## config.mk

```make
export PLATFORM = sky130hd
export DESIGN_NAME = mem_arbiter
export DESIGN_NICKNAME = d
export VERILOG_FILES = /design/src/rtl/arb_pkg.sv /design/src/rtl/arb_priority.sv /design/src/rtl/mem_arbiter.sv
export SDC_FILE = /design/constraint.sdc
export NUM_CORES = 1
export LEC_CHECK = 0
export CORE_AREA = 2 2 197 199
export CTS_CLUSTER_DIAMETER = 120
export DETAILED_ROUTE_END_ITERATION = 10
export DIE_AREA = 0 0 199 201
export GPL_TIMING_DRIVEN = 0
export PLACE_DENSITY = 0.5
export SLEW_MARGIN = 15
export SYNTH_ARGS = -nofsm -noshare
export SYNTH_HDL_FRONTEND = slang
export SYNTH_SLANG_ARGS = --single-unit
```

## constraint.sdc

```tcl
create_clock -name clk -period 1.9 [get_ports clk]
set_input_delay 0.285 -clock clk [delete_from_list [all_inputs] [get_ports clk]]
set_output_delay 0.285 -clock clk [all_outputs]
set_load 0.01 [all_outputs]
```

## src/rtl/arb_pkg.sv

```systemverilog
// Shared types for the instruction/data memory arbiter.
package arb_pkg;
  typedef enum logic [1:0] {IDLE, REQ, WAIT, RESP} arb_state_t;
  typedef enum logic {OWN_I, OWN_D} arb_owner_t;

  typedef struct packed {
    logic [63:0] addr;
    logic [2:0]  size;
    logic [7:0]  strobe;
    logic [63:0] data;
    logic        write;
  } mem_req_t;

  localparam logic [2:0] FETCH_SIZE = 3'd2;
endpackage

```

## src/rtl/arb_priority.sv

```systemverilog
// Combinational winner selection: data first unless fetch has starved STARVE_LIMIT times.
module arb_priority #(
  parameter int STARVE_LIMIT = 4,
  parameter int SW           = $clog2(STARVE_LIMIT + 1)
) (
  input  logic          ireq_valid,
  input  logic          dreq_valid,
  input  logic [SW-1:0] streak,
  output logic          grant,
  output logic          win_d
);
  always_comb begin
    grant = ireq_valid | dreq_valid;
    win_d = dreq_valid & ~(ireq_valid & (streak == SW'(STARVE_LIMIT)));
  end
endmodule

```

## src/rtl/mem_arbiter.sv

```systemverilog
// Serialises fetch and load/store requests onto one memory port and routes
// the response back to its owner.
module mem_arbiter
  import arb_pkg::*;
#(
  parameter int STARVE_LIMIT = 4
) (
  input  logic        clk,
  input  logic        reset,
  input  logic        ireq_valid,
  input  logic [63:0] ireq_addr,
  output logic        iresp_data_ok,
  output logic [31:0] iresp_data,
  input  logic        dreq_valid,
  input  logic [63:0] dreq_addr,
  input  logic [2:0]  dreq_size,
  input  logic [7:0]  dreq_strobe,
  input  logic [63:0] dreq_data,
  output logic        dresp_data_ok,
  output logic [63:0] dresp_data,
  output logic        m_req_valid,
  input  logic        m_req_ready,
  output logic [63:0] m_req_addr,
  output logic [2:0]  m_req_size,
  output logic [7:0]  m_req_strobe,
  output logic [63:0] m_req_data,
  output logic        m_req_write,
  input  logic        m_resp_valid,
  input  logic [63:0] m_resp_data
);
  localparam int SW = $clog2(STARVE_LIMIT + 1);

  arb_state_t    state, state_nx;
  arb_owner_t    owner;
  mem_req_t      req;
  logic [63:0]   resp_word;
  logic [SW-1:0] streak;
  logic          grant, win_d;

  arb_priority #(.STARVE_LIMIT(STARVE_LIMIT), .SW(SW)) u_prio (
    .ireq_valid (ireq_valid),
    .dreq_valid (dreq_valid),
    .streak     (streak),
    .grant      (grant),
    .win_d      (win_d)
  );

  always_ff @(posedge clk) begin
    if (reset) state <= IDLE;
    else       state <= state_nx;
  end

  // Arbitration happens only in IDLE, so RESP never re-grants a stale request.
  always_comb begin
    state_nx = state;
    case (state)
      IDLE:    if (grant)        state_nx = REQ;
      REQ:     if (m_req_ready)  state_nx = WAIT;
      WAIT:    if (m_resp_valid) state_nx = RESP;
      RESP:                      state_nx = IDLE;
      default:                   state_nx = IDLE;
    endcase
  end

  always_ff @(posedge clk) begin
    if (reset) begin
      owner     <= OWN_I;
      req       <= '0;
      resp_word <= '0;
      streak    <= '0;
    end else begin
      if (state == IDLE && grant) begin
        if (win_d) begin
          owner <= OWN_D;
          req   <= '{addr: dreq_addr, size: dreq_size, strobe: dreq_strobe,
                     data: dreq_data, write: |dreq_strobe};
          // Only contested data wins count toward fetch starvation.
          if (ireq_valid && streak != SW'(STARVE_LIMIT)) streak <= streak + SW'(1);
        end else begin
          owner  <= OWN_I;
          req    <= '{addr: ireq_addr, size: FETCH_SIZE, strobe: 8'h00,
                      data: 64'h0, write: 1'b0};
          streak <= '0;
        end
      end
      if (state == WAIT && m_resp_valid) resp_word <= m_resp_data;
    end
  end

  always_comb begin
    m_req_valid   = (state == REQ);
    iresp_data_ok = (state == RESP) && (owner == OWN_I);
    dresp_data_ok = (state == RESP) && (owner == OWN_D);
  end

  assign m_req_addr   = req.addr;
  assign m_req_size   = req.size;
  assign m_req_strobe = req.strobe;
  assign m_req_data   = req.data;
  assign m_req_write  = req.write;
  assign iresp_data   = req.addr[2] ? resp_word[63:32] : resp_word[31:0];
  assign dresp_data   = resp_word;
endmodule

```

; ---- Word level (Yosys, flattened, before mapping)
; Index checks and enable logic that the tools add are counted.
[totals]
register_bits = 210
latchBits = 0
ram_bits = 0
rom_bits = 0
inputBits = 273
out_inout_bits = 239
word_cells = 42
memories = 0
[op_classes]
add_sub_neg = 1
n_mul = 0
div_mod_pow = 0
magnitude_cmp = 0
n_eq_ne = 9
n_shift = 0
muxes = 9
bitwise = 5
n_reduce_logical = 9
[ops]
columns = op, count
row1 = 140-bit two-way mux, 1
row2 = 32-bit two-way mux, 1
row3 = 2-bit one-hot mux with 4 select lines, 1
row4 = 8-bit OR reduction, 1
row5 = 2-bit two-way mux, 3
row6 = 3-bit two-way mux, 2
row7 = 2-bit != test (second input constant), 3
row8 = 1-bit logical AND, 5
row9 = 2-bit equality test (second input constant), 2
row10 = 3-bit by 1-bit adder with 3-bit output (second input constant), 1
row11 = 3-bit equality test (second input constant), 1
row12 = 3-bit != test (second input constant), 1
row13 = 3-bit AND reduction, 1
row14 = 1-bit bitwise AND, 2
row15 = 2-bit by 1-bit equality test with 1-bit output (second input constant), 1
row16 = 2-bit logical NOT, 1
row17 = 2-bit by 1-bit != test with 1-bit output (second input constant), 1
row18 = 1-bit NOT, 2
row19 = 2-bit AND reduction, 1
row20 = 1-bit two-way mux, 1
row21 = 1-bit bitwise OR, 1

; ---- Longest topological paths before layout
[depth]
ltp_word = 6
mapped_depth = 9
ltp_nobuf = 6

; ---- Hierarchy
; From an unflattened synthesis, not the netlist that was laid out.
[unflattened]
cells_unflattened = 987
hier_area_um2 = 8683.3
[modules_own_cells]
columns = module, n_inst, cells_each, area_per_inst_um2, seq_area_each_um2
row1 = mem_arbiter, 1, 984, 8664.6, 4204.0
row2 = arb_priority, 1, 3, 18.8, 0.0

; ---- Worst setup path after synthesis
; Ideal clock, no wire load.
[synth_path]
path_kind = register to register
start = register state[0]
end = register req, in the netlist m_req_data[62]
setup_ns = 0.128
arrival_time_ns = 1.383
required_time_ns = 1.772
path_slack_ns = 0.389
stages_incl_launch_ff = 9
n_path_buf = 3
synth_period_minus_slack_ns = 1.511
cell_sequence = dfxtp_1 inv_1 ha_1 and3_1 buf_6 buf_6 buf_6 a22oi_2 nor2_1
[synth_between]
elab_chain_len = 2
[synth_rtl]
columns = item, line
row1 = "start, declared", mem_arbiter.sv:33  ; arb_state_t state, state_nx;
row2 = "start signal, assigned", mem_arbiter.sv:50  ; else state <= state_nx;
row3 = 2-bit logical NOT, mem_arbiter.sv:72  ; if (state == IDLE && grant) begin
row4 = 1-bit logical AND, mem_arbiter.sv:72
row5 = "end signal, assigned", mem_arbiter.sv:75  ; req <= '{addr: dreq_addr, size: dreq_size, strobe: dreq_strobe,
row6 = "end signal, assigned", mem_arbiter.sv:81  ; req <= '{addr: ireq_addr, size: FETCH_SIZE, strobe: 8'h00,
row7 = "end, declared", mem_arbiter.sv:35  ; mem_req_t req;
; No other way between the ends.
; A chain may end at the register's enable or synchronous reset.

; ---- Worst setup path after layout
[layout_path]
start = register req, in the netlist m_req_addr[2]
end = output port iresp_data[2]
[layout_between]
elab_chain_len = 1
[layout_rtl]
columns = item, line
row1 = 32-bit two-way mux, mem_arbiter.sv:101  ; assign iresp_data = req.addr[2] ? resp_word[63:32] : resp_word[31:0];
row2 = "end, declared", mem_arbiter.sv:13  ; output logic [31:0] iresp_data,
; No other way between the ends.

==> flow_summary.toml <==
[run_status]
run_status = "complete, but fails checks"
violations = "setup timing"

[setup_path]
r2r_cells = 8
cpPeakStageDelay_ns = 0.33
r2r-start = "streak[0]"
cp-end-kind = "output pin"
r2r_slack_ns = 0.13
cpMaxStageDelayCell = "dfxtp_2"
crit_fanout = 7
worst_ep_required_time_ns = 1.62
cp-start-kind = "register"
critical_path_class = "reg2out"
cp.arrival_ns = 1.74
cp_cell_sequence = "clkbuf_16 -> buf_8 -> buf_16 -> mux2_4 -> buf_6"
rr_endpoint = "m_req_addr[2]"

[synth]
synth_edf_count = 0
syn-num-nets = 1253
avgSynthCellArea_sq_um = 8.58
synth_top_area_share_pct = 50.3
ys_seq_elements = 210
synth_area_sq_um = 8360
yosysTopAreaCell = "dfxtp_1"
ys_seq_area_share_pct = 50.3
yosysWarnings = 0
async_flop_share_pct = 0
synthFlopType = "dfxtp_1"
yosysUniqueCellTypes = 32
synthTopCellsByArea = "dfxtp_1, nand2_1, a21oi_1"
syn_inst = 974

[global_route]
grt_usage_pct = 18.9
grt_pass1_wl_microns = 57800
grt_max_degree = 13
antenna_found_initial = 1
grt_pass1_vias = 9373
overflow = 0

[sta]
drv_slew = 0
layout_setup_ws_ns = -0.124
period_minus_slack_ns = 2.02
rsz0062_at_grt = "yes"
fmax_mhz = 494
period_share_pct = 107
hold_viol_final = 0
clock_skew_ns = 0.00553
tns_ns = -1.81
setup_viol = 29
tightest_slew_ns = 0.836
holdWs_ns = 0.157
slew-limit-headroom_pct = 44.3

[clocking]
cts-root-buf = "clkbuf_16"
path_clk_slew_ns = 0.06
cts_tree = "done"
cts.sinks = 210
clkLatencyLatePin_ns = 0.53
clock_path_buffers = 3
cts_hold_buf = 0
htreeDepth = 1
cts_made_buffers = 26

[floorplan]
die_w_microns = 199
ios = 512
num_rows = 72
die_h_microns = 201
core-area_sq_um = 38100
die_area_sq_um = 40000
initial_core_util_pct = 21.9

[layout]
syn_to_final_growth_pct = 83.5
layout-drive-gt1-share_pct = 13.4
fin_nets = 1799

[placement]
hpwl_microns = 30000
place_ws_ns = -0.459
numPortBuffers = 509
place_congestion = 0.822

[hold_path]
hold-path-endpoint = "streak[2]"
hold_start = "dreq_valid"
hold_class = "in2reg"
whs_path_depth = 4

[routing]
drt.antenna.violating_nets = 0
drt_iter0_markers = 338
routed_via_density = 4.42
dr.pass1.iters = 4
totalWireLength_microns = 39600
drc_errors = 0
routedWlPerCell_microns = 19.2
vias = 9104

[power]
leakage_uw = 0.00578
vdd_drop_max_uv = 790
p_per_area_nw_per_um2 = 1170

[flow_run]
maxCapViolations = 0
[kinds of logic after synthesis]
group / after synthesis / share of synthesized area (%)
AO/OA/AOI/OAI: 275 / 22.0
adder cells (fa/ha/maj): 6 / 0.898
buffers and inverters: 91 / 5.71
flip-flops: 210 / 50.3
multiplexers: 33 / 4.43
AND/OR/NAND/NOR: 359 / 16.7
[synth_stat cells, drive strengths merged, types with 3 or more instances]
cell type	instances
nand2	199
a211oi	65
ha	6
and2	3
a21oi	132
nor2	144
buf	52
mux2	32
dfxtp	210
a22oi	75
nor2b	3
inv	6
clkbuf	33
[state kept, by name (all words and copies together), names as in the netlist]
signal / flops
dresp_data: 64
state: 2
m_req_data: 64
m_req_addr: 64
m_req_size: 3
m_req_strobe: 8
m_req_write: 1
streak: 3
owner: 1
[what timing repair did]
item,4_1_cts,5_1_grt
gates resized for setup,216,25
gates cloned,2,1
setup buffers,7,0
endpoints found under the setup margin,89,103
[critical path, delay by kind of cell (launching register included)]
family,cells,cell delay [ns]
flip-flops,1,0.33
multiplexers,1,0.30
buffers and inverters,4,0.57
[power by group]
part           switching (uW)  internal (uW)
clock                    2040           3140
sequential                517           5250
combinational            3460           3540
total                    6020          11900
[cell type report]
| cell class | instances | area (sq um) |
|---|---|---|
| Antenna cell | 1 | 2.50 |
| Buffer | 85 | 546 |
| Clock buffer | 34 | 742 |
| Clock inverter | 13 | 143 |
| Fill cell | 3872 | 22800 |
| Inverter | 6 | 22.5 |
| Multi-Input combinational cell | 673 | 3800 |
| Sequential cell | 210 | 4210 |
| Tap cell | 518 | 648 |
| Timing Repair Buffer | 518 | 5220 |
[stage by stage]
step                instance area (sq um)  util [%]  power (uW)  instances
floorplan                            8360         -        9020        974
global route                        15300      40.2       19000       2057
CTS                                 15300      40.1       18200       2057
detailed placement                  14100      37.0       12500       2001
finish                              15300      40.2       17900       2058
global placement                    14100      37.0       12400       2001
[per-layer routing]
layer	vias up	GRT usage, %	wire [microns]	share of wire, %
li1	4440	-	-	-
met1	4285	22.0	16100	41
met2	335	33.3	19300	49
met3	44	6.17	3430	8.7
met4	0	4.13	810	2.0
met5	-	0	0	0
[how the worst max path moves through the flow]
stage | from | endpoint | depth (start not counted)
6_report | m_req_addr[2] | iresp_data[2] | 5
3_3_place_gp | m_req_addr[2] | iresp_data[24] | 4
5_1_grt | m_req_addr[2] | iresp_data[2] | 5
4_1_cts | m_req_addr[2] | iresp_data[20] | 4
3_5_place_dp | m_req_addr[2] | iresp_data[24] | 4
2_1_floorplan | state[0] | m_req_data[62] | 8
[cells in the final DEF (no fill, tap or decap), drive strengths merged]
cell           instances
clkdlybuf4s15          1
and2                   3
clkbuf                72
dfxtp                210
buf                   88
dlygate4sd2            4
clkinv                 9
diode                  1
a21oi                132
nand3                  2
and3                   1
or3                    1
nor3b                  1
nand4                  1
o21ai                  2
nor2b                  3
nand2                199
mux2                  32
nor4                   2
clkdlybuf4s50        472
bufinv                 3
inv                    6
a221oi                 1
ha                     6
a22oi                 75
a211oi                65
clkinvlp               1
mux2i                  1
nor2                 144
nor3                   2
No activity file was read; power rests on OpenSTA's default activity.
